[config.mk]
export PLATFORM = sky130hd
export DESIGN_NAME = timer_core_param
export DESIGN_NICKNAME = d
export VERILOG_FILES = /design/src/rtl/timer_param_pkg.sv /design/src/rtl/timer_channel.sv /design/src/rtl/timer_core_param.sv
export SDC_FILE = /design/constraint.sdc
export NUM_CORES = 1
export LEC_CHECK = 0
export CORE_MARGIN = 5
export CORE_UTILIZATION = 44
export CTS_BUF_LIST = sky130_fd_sc_hd__clkbuf_16
export DETAILED_ROUTE_END_ITERATION = 6
export HOLD_SLACK_MARGIN = 0.15
export PLACE_DENSITY = 0.69
export SKIP_CTS_REPAIR_TIMING = 1
export SYNTH_ARGS = -nofsm -noshare
export SYNTH_HDL_FRONTEND = slang
export SYNTH_SLANG_ARGS = --single-unit
[constraint.sdc]
create_clock -name CLK -period 4.03 [get_ports CLK]
set_input_delay 0.403 -clock CLK [delete_from_list [all_inputs] [get_ports CLK]]
set_output_delay 0.403 -clock CLK [all_outputs]
set_load 0.1 [all_outputs]
[src/rtl/timer_param_pkg.sv]
// Shared types and default sizes for the parametrised timer core and its channels.
package timer_param_pkg;

  localparam int DEF_NUM_CH = 8;
  localparam int DEF_CNT_W  = 32;
  localparam int DEF_PRE_W  = 3;

  typedef enum logic [1:0] {
    OC_NONE   = 2'b00,
    OC_TOGGLE = 2'b01,
    OC_CLEAR  = 2'b10,
    OC_SET    = 2'b11
  } oc_action_t;

  typedef enum logic [1:0] {
    IC_OFF  = 2'b00,
    IC_RISE = 2'b01,
    IC_FALL = 2'b10,
    IC_BOTH = 2'b11
  } ic_edge_t;

endpackage

[src/rtl/timer_channel.sv]
// One capture/compare channel: pin synchroniser, edge detect, tc register, compare, flag, output pin.
// TIMER_FAST_FLAG_CLR_EN adds tfca so a tc write can also clear the flag.
module timer_channel
  import timer_param_pkg::*;
#(
  parameter int CNT_W = DEF_CNT_W
) (
  input  logic             CLK,
  input  logic             nRST,
  input  logic             ten,
  input  logic             tick,
  input  logic [CNT_W-1:0] tcnt,
  input  logic             ios,
  input  logic             om,
  input  logic             ol,
  input  logic             edge_a,
  input  logic             edge_b,
  input  logic [CNT_W-1:0] wdata,
  input  logic             tc_wen,
  input  logic             tf_clr,
`ifdef TIMER_FAST_FLAG_CLR_EN
  input  logic             tfca,
`endif
  input  logic             ch_in,
  output logic [CNT_W-1:0] tc,
  output logic             tf,
  output logic             ch_out
);

  logic       sync_1, sync_2, sync_3;
  logic       rise, fall, edge_hit, capture, match, flag_clr;
  ic_edge_t   edge_sel;
  oc_action_t act;

  always_ff @(posedge CLK or negedge nRST) begin
    if (!nRST) begin
      sync_1 <= 1'b0;
      sync_2 <= 1'b0;
      sync_3 <= 1'b0;
    end else begin
      sync_1 <= ch_in;
      sync_2 <= sync_1;
      sync_3 <= sync_2;
    end
  end

  always_comb begin
    edge_sel = ic_edge_t'({edge_b, edge_a});
    act      = oc_action_t'({om, ol});
    rise     = sync_2 & ~sync_3;
    fall     = ~sync_2 & sync_3;
    edge_hit = 1'b0;
    case (edge_sel)
      IC_RISE: edge_hit = rise;
      IC_FALL: edge_hit = fall;
      IC_BOTH: edge_hit = rise | fall;
      default: edge_hit = 1'b0;
    endcase
    // Capture runs on every clock, not just on prescaler ticks
    capture = ~ios & ten & edge_hit;
    match   = ios & tick & (tcnt == tc);
`ifdef TIMER_FAST_FLAG_CLR_EN
    flag_clr = tf_clr | (tfca & tc_wen);
`else
    flag_clr = tf_clr;
`endif
  end

  always_ff @(posedge CLK or negedge nRST) begin
    if (!nRST) begin
      tc     <= '0;
      tf     <= 1'b0;
      ch_out <= 1'b0;
    end else begin
      if (capture)     tc <= tcnt;
      else if (tc_wen) tc <= wdata;

      if (capture || match) tf <= 1'b1;
      else if (flag_clr)    tf <= 1'b0;

      if (match) begin
        case (act)
          OC_TOGGLE: ch_out <= ~ch_out;
          OC_CLEAR:  ch_out <= 1'b0;
          OC_SET:    ch_out <= 1'b1;
          default:   ch_out <= ch_out;
        endcase
      end
    end
  end

endmodule

[src/rtl/timer_core_param.sv]
// Timer core: prescaler, free-running counter with overflow, NUM_CH capture/compare channels, irq.
// TIMER_FAST_FLAG_CLR_EN adds tfca: tc writes clear channel flags, counter loads clear tovf.
module timer_core_param
  import timer_param_pkg::*;
#(
  parameter int NUM_CH = DEF_NUM_CH,
  parameter int CNT_W  = DEF_CNT_W,
  parameter int PRE_W  = DEF_PRE_W
) (
  input  logic                    CLK,
  input  logic                    nRST,
  input  logic                    ten,
  input  logic [PRE_W-1:0]        pre,
  input  logic                    tcre,
  input  logic [NUM_CH-1:0]       ios,
  input  logic [NUM_CH-1:0]       om,
  input  logic [NUM_CH-1:0]       ol,
  input  logic [NUM_CH-1:0]       edge_a,
  input  logic [NUM_CH-1:0]       edge_b,
  input  logic [NUM_CH-1:0]       tie,
  input  logic                    toi,
  input  logic [CNT_W-1:0]        wdata,
  input  logic [NUM_CH-1:0]       tc_wen,
  input  logic                    tcnt_wen,
  input  logic [NUM_CH-1:0]       tf_clr,
  input  logic                    tovf_clr,
`ifdef TIMER_FAST_FLAG_CLR_EN
  input  logic                    tfca,
`endif
  input  logic [NUM_CH-1:0]       ch_in,
  output logic [NUM_CH-1:0]       ch_out,
  output logic [CNT_W-1:0]        tcnt,
  output logic [NUM_CH*CNT_W-1:0] tc,
  output logic [NUM_CH-1:0]       tf,
  output logic                    tovf,
  output logic                    irq
);

  localparam int PCNT_W = (1 << PRE_W) - 1;

  logic [PCNT_W-1:0] pcnt, pre_mask;
  logic [CNT_W-1:0]  tc_last;
  logic              tick, mod_reset, ovf_set, ovf_clr;

  always_comb begin
    // Low pre bits of pcnt all-ones; pre=0 gives an empty mask and a tick every cycle
    pre_mask  = ~({PCNT_W{1'b1}} << pre);
    tick      = ten & ((pcnt & pre_mask) == pre_mask);
    tc_last   = tc[(NUM_CH-1)*CNT_W +: CNT_W];
    mod_reset = tcre & ios[NUM_CH-1] & (tcnt == tc_last);
    ovf_set   = tick & ~tcnt_wen & ~mod_reset & (tcnt == '1);
`ifdef TIMER_FAST_FLAG_CLR_EN
    ovf_clr   = tovf_clr | (tfca & tcnt_wen);
`else
    ovf_clr   = tovf_clr;
`endif
  end

  always_ff @(posedge CLK or negedge nRST) begin
    if (!nRST) begin
      pcnt <= '0;
      tcnt <= '0;
      tovf <= 1'b0;
      irq  <= 1'b0;
    end else begin
      if (tcnt_wen) pcnt <= '0;
      else if (ten) pcnt <= pcnt + PCNT_W'(1);

      if (tcnt_wen) tcnt <= wdata;
      else if (tick) begin
        if (mod_reset || (tcnt == '1)) tcnt <= '0;
        else                           tcnt <= tcnt + CNT_W'(1);
      end

      if (ovf_set)      tovf <= 1'b1;
      else if (ovf_clr) tovf <= 1'b0;

      irq <= (|(tf & tie)) | (tovf & toi);
    end
  end

  for (genvar n = 0; n < NUM_CH; n++) begin : g_ch
    timer_channel #(.CNT_W(CNT_W)) u_ch (
      .CLK    (CLK),
      .nRST   (nRST),
      .ten    (ten),
      .tick   (tick),
      .tcnt   (tcnt),
      .ios    (ios[n]),
      .om     (om[n]),
      .ol     (ol[n]),
      .edge_a (edge_a[n]),
      .edge_b (edge_b[n]),
      .wdata  (wdata),
      .tc_wen (tc_wen[n]),
      .tf_clr (tf_clr[n]),
`ifdef TIMER_FAST_FLAG_CLR_EN
      .tfca   (tfca),
`endif
      .ch_in  (ch_in[n]),
      .tc     (tc[n*CNT_W +: CNT_W]),
      .tf     (tf[n]),
      .ch_out (ch_out[n])
    );
  end

endmodule

Word level (Yosys, flattened, before mapping)
Index checks and enable logic that the tools add are counted.
{ "totals": {"register_bits": 337, "in_bits": 114, "out_inout_bits": 306, "word_cells": 314} }
{ "classes": {"addsub": 2, "n_eq_ne": 58, "shift": 1, "n_mux": 55, "bitwise": 101, "n_reduce_logical": 45} }
{ "ops": {"columns": ["cell", "n"], "rows": [
  ["2-to-1 mux 32 bit", 19],
  ["equality test 32 bit", 8],
  ["equality test 2 bit (second input constant)", 32],
  ["AND 1 bit", 55],
  ["one-hot mux 1 bit (3 select lines)", 16],
  ["nonzero test 2 bit", 19],
  ["NOT 1 bit", 34],
  ["adder 32 x 1 -> 32 bit (second input constant)", 1],
  ["equality test 2 x 1 -> 1 bit (second input constant)", 16],
  ["equality test 32 bit (second input constant)", 1],
  ["nonzero test 3 bit", 8],
  ["2-to-1 mux 1 bit", 18],
  ["AND reduction 2 bit", 8],
  ["2-to-1 mux 7 bit", 2],
  ["logical OR 1 bit", 9],
  ["OR 1 bit", 9],
  ["AND 8 bit", 1],
  ["OR reduction 8 bit", 1],
  ["adder 7 x 1 -> 7 bit (second input constant)", 1],
  ["AND 7 bit", 1],
  ["equality test 7 bit", 1],
  ["NOT 7 bit", 1],
  ["<< shifter 7 x 3 -> 7 bit (first input constant)", 1]
]} }

Longest topological paths before layout
Gate-level depths: netlist of the first run.
{ "logic_depth": {"word_depth": 9, "ltp_mapped": 10, "mapped_depth_nobuf": 8} }

Modules after synthesis
Synthesis of the first run repeated with hierarchy kept, for this count alone.
{ "unflattened": {"cells_unflattened": 2058, "area_unflattened_um2": 19741.4} }
{ "modules_own_cells": {"columns": ["mod", "n_inst", "cells_per_inst", "area_each_um2", "seq_area_each_um2"], "rows": [
  ["timer_channel", 8, 211, 2082.0, 925.9],
  ["timer_core_param", 1, 370, 3085.5, 1026.0]
]} }

Worst setup path before layout of the first run
Ideal clock, no wire load.
{ "synth_timing": {"kind": "register to register", "from": "register tcnt[0]", "to": "register tcnt[24]", "setup_time_ns": 0.130, "arrival_time_ns": 2.536, "required_ns": 3.900, "slack_ns": 1.363, "path_stages_with_launch": 10, "n_path_buf": 1, "synth_period_minus_slack_ns": 2.667, "cell_sequence": "dfrtp_1 -> ha_1 -> nand3_1 -> nor3_1 -> and3_1 -> buf_2 -> and4_1 -> nand3_1 -> mux2i_1 -> o21ai_0"} }
{ "synth_via": {"elab_chain_len": 6, "word_cells_on_any_way": 8} }
{ "synth_rtl": {"columns": ["item", "line_no", "source"], "rows": [
  ["from (decl)", "timer_core_param.sv:32", "output logic [CNT_W-1:0] tcnt,"],
  ["from (signal assigned)", "timer_core_param.sv:69", "if (tcnt_wen) tcnt <= wdata;"],
  ["from (signal assigned)", "timer_core_param.sv:72", "else tcnt <= tcnt + CNT_W'(1);"],
  ["parallel branches: the longest is 3 deep, another holds adder 32 x 1 -> 32 bit", null, null],
  ["2-to-1 mux 32 bit *", "timer_core_param.sv:71", "if (mod_reset || (tcnt == '1)) tcnt <= '0;"],
  ["2-to-1 mux 32 bit *", "timer_core_param.sv:70", "else if (tick) begin"],
  ["2-to-1 mux 32 bit *", "timer_core_param.sv:69", null]
]} }
Every way passes the cells marked *. The select of a mux whose other input is x is not followed.
A chain may end at the register's enable or synchronous reset.

Worst setup path in the final report of the first run
{ "layout_timing": {"from": "register tcnt[23]", "to": "output port tcnt[23]"} }
No word-level cell between the ends.

==> impl_metrics.py, run 1 <==
metrics = {
    "worst_hold_path": {
        "hold_path.class": "primary input to flop",
    },
    "power_and_ir_drop": {
        "clockPowerShare": 0.248,
        "seq_power_share": 0.317,
        "internal_power_mw": 7.23,
        "cellLeakagePower_nw": 10.5,
        "irDropWorstVdd_mv": 0.423,
        "powerDensity_mw_per_mm2": 553,
        "sw_frac_of_total": 0.482,
        "p_switching_mw": 6.72,
        "pwr-share-comb": 0.435,
    },
    "detailed_routing": {
        "postRouteAntennaNets": 0,
        "wl_per_cell_um": 28.8,
        "drt_wl_total_mm": 86.4,
        "drc": 0,
        "vias_per_cell": 5.93,
        "vias": 17800,
        "firstDrtPassIters": 6,
        "drt-initial-drc-count": 2131,
    },
    "setup_path": {
        "ff2ff_path_depth": 8,
        "crit_buf_inv": 1,
        "slowest_stage": "clkdlybuf4s50_1",
        "r2r-start": "tcnt[9]",
        "reg2reg_to": "tcnt[27]",
        "crit_family": "buffers and inverters",
        "crit_chain": "clkdlybuf4s50_1",
        "cp-endpoint": "tcnt[23]",
        "cp.arrival_ns": 3.00,
        "endpoint_kind": "primary output",
        "worst_ep_required_time_ns": 3.63,
        "critPathMaxStageDelay_ns": 1.33,
        "cp-startpoint": "tcnt[23]",
        "cp.depth": 1,
        "cp_max_fo": 21,
        "crit_type": "flop to primary output",
        "critPathLaunchType": "flop",
        "ff2ff_setup_slack_ns": 0.84,
    },
    "sta": {
        "fin_skew_ns": 0.0209,
        "fin_crit_ns": 3.40,
        "tns_ns": 0,
        "setup_ws_ns": 0.628,
        "finalSetupViolations": 0,
        "finalHoldViolCount": 0,
        "period_share": 0.844,
        "slew_headroom": 0.176,
        "rsz0062_at_grt": "false",
        "final_max_slew_viol_count": 0,
        "timing_worst_slew_pin_value_ns": 1.24,
        "max_freq_mhz": 294,
    },
    "yosys": {
        "synth_top_flop_cell": "dfrtp_1",
        "ys_seq_elements": 337,
        "ys_seq_area_frac": 0.432,
        "syn_area_mm2": 0.0195,
        "synth-edff-count": 0,
        "async_reset_ff_frac": 1.00,
        "yosys_warnings": 0,
        "synth_fp_nets": 2205,
        "synth_area_per_cell_um2": 9.42,
        "postSynthCellCount": 2073,
        "synth_cell_types": 61,
    },
    "grt": {
        "grt_pass1_wl_mm": 123,
        "grt_pass1_vias": 17100,
        "grt_max_degree": 112,
        "antenna_found_initial": 1,
        "grt_use_total": 0.345,
        "grt_overflow": 0,
    },
    "final_layout": {
        "fin_nets": 2515,
        "drive_gt1_frac": 0.0689,
        "syn_to_final_growth_pct": 29.1,
        "finalNonFillerCells": 3001,
        "fin_util": 0.573,
        "layout_commonest_cell": "clkdlybuf4s50_1",
        "fillers": 3880,
        "layout_common_cells": "407 x clkdlybuf4s50_1, 337 x dfrtp_1, 298 x nand2_1, 292 x o21ai_0, 266 x mux2i_1",
        "n_antenna_cell": 0,
    },
    "clock_network": {
        "clk_latency_ns": 0.57,
        "cts_tree": "yes",
        "cts_buffer_depth": 3,
        "cts_inserted_buffers": 39,
        "cts_sinks": 337,
        "cts_root_buf": "clkbuf_16",
        "h-tree-depth": 2,
        "cts.clk_slew.worst_paths_ns": 0.06,
    },
    "floorplan": {
        "rows": 77,
        "pin_count": 420,
        "die_w_um": 221,
        "core-area_mm2": 0.0440,
        "start_util": 0.444,
        "die_h_um": 221,
        "die_area_mm2": 0.0487,
    },
    "place": {
        "port_buffers": 419,
        "placed_cells": 2933,
        "place_hpwl_mm": 63.3,
        "dpl_worst_slack_ns": 0.948,
        "place_congestion": 0.981,
    },
    "run_status": {
        "status": "complete, no violations",
    },
    "job": {
        "maxCapViolations": 0,
    },
}
-- cell usage after synthesis, types with 4 or more instances --
cell      instances  share of area
nor3_2            4         0.0020
xor2_1          129          0.058
and4_1            7         0.0031
a22oi_1          12         0.0046
o31ai_1           5         0.0019
nor4_1           35          0.011
o21a_1            4         0.0015
nand2_1         298          0.057
o21ai_0         292          0.075
clkbuf_1        102          0.020
nand2b_1          5         0.0016
nor3_1           21         0.0054
or3_1             5         0.0016
buf_2            29         0.0074
inv_1            46         0.0088
mux2i_1         266           0.14
ha_1             18          0.012
buf_1            60          0.012
a21oi_1          43          0.011
o22ai_1           4         0.0013
buf_6             6         0.0035
nor3b_1           8         0.0031
xnor2_1         143          0.064
buf_4            23         0.0088
dfrtp_1         337           0.43
nor2_1           30         0.0058
nand3_1          33         0.0085
nand4_1          46          0.015
o221ai_1          5         0.0022
a211o_1           8         0.0036
-- sequential cells by signal, indices dropped and copies added (netlist names), 7 cells and up --
signal,flops
g_ch.u_ch.tc,256
tcnt,32
g_ch.u_ch.ch_out,8
g_ch.u_ch.sync_1,8
g_ch.u_ch.sync_2,8
g_ch.u_ch.sync_3,8
g_ch.u_ch.tf,8
pcnt,7
-- worst min-delay path by stage --
stage | start | end | slack (ns) | depth (start not counted)
6_report | ch_in[3] | g_ch[3].u_ch.sync_1 | 0.29 | 1
5_1_grt | ch_in[0] | g_ch[0].u_ch.sync_1 | 0.27 | 1
4_1_cts | nRST | g_ch[1].u_ch.tc[25] | -0.03 | 1
3_5_place_dp | g_ch[7].u_ch.sync_1 | g_ch[7].u_ch.sync_2 | 0.34 | 0
3_3_place_gp | g_ch[1].u_ch.sync_1 | g_ch[1].u_ch.sync_2 | 0.33 | 0
2_1_floorplan | nRST | g_ch[0].u_ch.ch_out | 0.11 | 0
-- per-stage QoR --
step	cell area [µm²]	power [mW]	hold WS, ns
after floorplan	19500	8.48	0.107
after global placement	24000	10.4	0.333
after detailed placement	24000	10.5	0.337
after CTS	25200	13.9	-0.0275
after global routing	25200	14.3	0.274
final	25200	13.9	0.286
-- cells by family after synthesis --
family | count (synthesis) | share of synthesized area
fa+ha+maj | 18 | 0.0115
compound gates | 394 | 0.110
mux | 266 | 0.136
simple gates | 520 | 0.129
flops | 337 | 0.432
xor+xnor | 272 | 0.122
buf+inv | 266 | 0.0597
-- layer usage --
metal	up-vias	share of wire	GRT usage
met3	198	0.091	0.0573
met2	1053	0.45	0.528
li1	7698	-	-
met1	8834	0.41	0.485
met4	2	0.052	0.155
met5	-	0.00023	0
-- power by group through the flow --
stage               logic (mW)  registers (mW)  clock network (mW)
floorplan                 1.41            7.07                   0
global placement          5.99            4.45                   0
detailed placement        6.02            4.46                   0
CTS                       6.04            4.40                3.48
global route              6.22            4.46                3.60
finish                    6.07            4.42                3.46
-- final cells by class --
cell class	count	area, µm²	area share
Clock buffer	41	1030	0.0407
Inverter	46	173	0.00684
Timing Repair Buffer	489	4710	0.187
Multi-Input combinational cell	1470	9980	0.395
Clock inverter	26	166	0.00660
Sequential cell	337	8430	0.334
Tap cell	592	741	0.0294
No activity file was read; power rests on OpenSTA's default activity.
==> run 2: changes to the inputs <==
==> constraint.sdc (replaced) <==
create_clock -name CLK -period 3.3 [get_ports CLK]
set_input_delay 0.33 -clock CLK [delete_from_list [all_inputs] [get_ports CLK]]
set_output_delay 0.33 -clock CLK [all_outputs]
set_load 0.1 [all_outputs]
==> run 2 against run 1 <==
  * Cell count up 1.7%
  * First-iteration DRC count decreased by 9.8%
  * Worst setup slack got worse by 0.61 ns
  * Wire length grew 1.3%
  * Highest routed layer unchanged
  * Combinational power increased by 22%
  * Non-clock buffer count is 47 higher
==> impl_metrics.py, run 2 (synthesis gave the netlist of run 1 again) <==
metrics = {
    "floorplan": {
        "die_w_um": 221,
        "start_util": 0.444,
        "die_h_um": 221,
        "die_area_mm2": 0.0487,
        "rows": 77,
        "pin_count": 420,
        "core-area_mm2": 0.0440,
    },
    "worst_hold_path": {
        "hold_start": "ch_in[7]",
        "holdPathStages": 1,
        "min_to": "g_ch[7].u_ch.sync_1",
        "hold_path.class": "primary input to flop",
    },
    "detailed_routing": {
        "vias": 17800,
        "wl_per_cell_um": 28.7,
        "drt-initial-drc-count": 1923,
        "drt_wl_total_mm": 87.5,
        "firstDrtPassIters": 5,
        "drc": 0,
        "vias_per_cell": 5.84,
        "postRouteAntennaNets": 0,
    },
    "power_and_ir_drop": {
        "seq_power_share": 0.319,
        "clockPowerShare": 0.240,
        "internal_power_mw": 8.58,
        "cellLeakagePower_nw": 10.9,
        "p_switching_mw": 8.23,
        "sw_frac_of_total": 0.490,
        "powerDensity_mw_per_mm2": 668,
        "irDropWorstVdd_mv": 0.472,
        "pwr-share-comb": 0.442,
        "p_total_mw": 16.8,
    },
    "clock_network": {
        "cts_buffer_depth": 3,
        "cts.clk_slew.worst_paths_ns": 0.06,
        "cts_sinks": 337,
        "cts_root_buf": "clkbuf_16",
        "cts_tree": "yes",
        "clk_latency_ns": 0.58,
        "cts_inserted_buffers": 39,
        "h-tree-depth": 2,
    },
    "final_layout": {
        "top_register": "g_ch.u_ch.tc",
        "drive_gt1_frac": 0.166,
        "syn_to_final_growth_pct": 28.9,
        "layout_commonest_cell": "dfrtp_1",
        "n_antenna_cell": 0,
        "layout_common_cells": "337 x dfrtp_1, 300 x buf_4, 298 x nand2_1, 292 x o21ai_0, 266 x mux2i_1",
        "fin_nets": 2562,
        "reg_top3": "g_ch.u_ch.tc x256, tcnt x32",
        "largest_register_ffs": 256,
    },
    "setup_path": {
        "cp_max_fo": 17,
        "reg2reg_to": "tcnt[22]",
        "ff2ff_path_depth": 8,
        "cp.arrival_ns": 3.75,
        "critPathLaunchType": "flop",
        "worst_ep_required_time_ns": 3.77,
        "crit_type": "flop to flop",
        "r2r-start": "tcnt[9]",
        "endpoint_kind": "flop",
        "ff2ff_setup_slack_ns": 0.02,
    },
    "sta": {
        "max_freq_mhz": 305,
        "finalSetupViolations": 0,
        "finalHoldViolCount": 0,
        "final_max_slew_viol_count": 0,
        "slew_headroom": 0.115,
        "fin_skew_ns": 0.0299,
        "tns_ns": 0,
        "fin_crit_ns": 3.28,
        "period_share": 0.995,
        "rsz0062_at_grt": "false",
        "timing_worst_slew_pin_value_ns": 1.33,
    },
    "job": {
        "maxCapViolations": 0,
    },
    "run_status": {
        "status": "complete, no violations",
    },
    "grt": {
        "grt_max_degree": 90,
        "grt_use_total": 0.352,
        "grt_overflow": 0,
        "grt_pass1_wl_mm": 125,
        "antenna_found_initial": 3,
        "grt_pass1_vias": 17300,
    },
    "place": {
        "place_hpwl_mm": 65.0,
        "place_congestion": 1.00,
        "port_buffers": 419,
    },
}
run 2: worst max path at each step:
| stage | startpoint | end |
|---|---|---|
| 2_1_floorplan | tcnt[0] | tcnt[24] |
| 3_3_place_gp | tcnt[23] | g_ch[2].u_ch.ch_out |
| 3_5_place_dp | tcnt[23] | g_ch[2].u_ch.ch_out |
| 4_1_cts | tcnt[23] | g_ch[2].u_ch.ch_out |
| 5_1_grt | tcnt[23] | g_ch[2].u_ch.ch_out |
| 6_report | tcnt[9] | tcnt[22] |
run 2: worst max-delay path, cell delays in order, from the launching register on:
cell	delay [ns]
dfrtp_1	0.45
buf_4	0.36
xor2_1	0.18
nor4_1	0.84
and4_4	0.37
nand4_4	0.18
nand3_1	0.45
o21ai_1	0.14
a21o_1	0.19
run 2: area by class of cell:
| class | instances | area (µm²) |
|---|---|---|
| Fill cell | 3837 | 18900 |
| Clock buffer | 40 | 1000 |
| Multi-Input combinational cell | 1470 | 9980 |
| Inverter | 46 | 173 |
| Timing Repair Buffer | 536 | 4700 |
| Sequential cell | 337 | 8430 |
| Clock inverter | 30 | 140 |
| Tap cell | 592 | 741 |
run 2: through the flow:
| stage | std cells | hold slack, ns | area [µm²] | setup slack, ns | utilization |
|---|---|---|---|---|---|
| floorplan | 2073 | 0.0344 | 19500 | 0.633 | - |
| global route | 3051 | 0.194 | 25200 | 0.0183 | 0.572 |
| detailed placement | 2980 | 0.336 | 24000 | -0.191 | 0.546 |
| CTS | 3050 | -0.160 | 25200 | -0.194 | 0.571 |
| global placement | 2980 | 0.333 | 24000 | -0.142 | 0.546 |
| finish | 3051 | 0.191 | 25200 | 0.0161 | 0.572 |
run 2: power by group through the flow:
stage / clock network (mW) / registers (mW) / logic (mW)
floorplan: 0 / 8.64 / 1.72
global placement: 0 / 5.40 / 7.33
detailed placement: 0 / 5.41 / 7.37
CTS: 4.06 / 5.34 / 7.39
global route: 4.22 / 5.42 / 7.63
finish: 4.03 / 5.36 / 7.43
run 2: layer usage:
layer | vias up | track usage | routed length [µm]
li1 | 7798 | - | -
met1 | 8892 | 0.485 | 35800
met2 | 969 | 0.551 | 40200
met3 | 168 | 0.0655 | 7540
met4 | 6 | 0.141 | 3970
met5 | - | 0 | 28
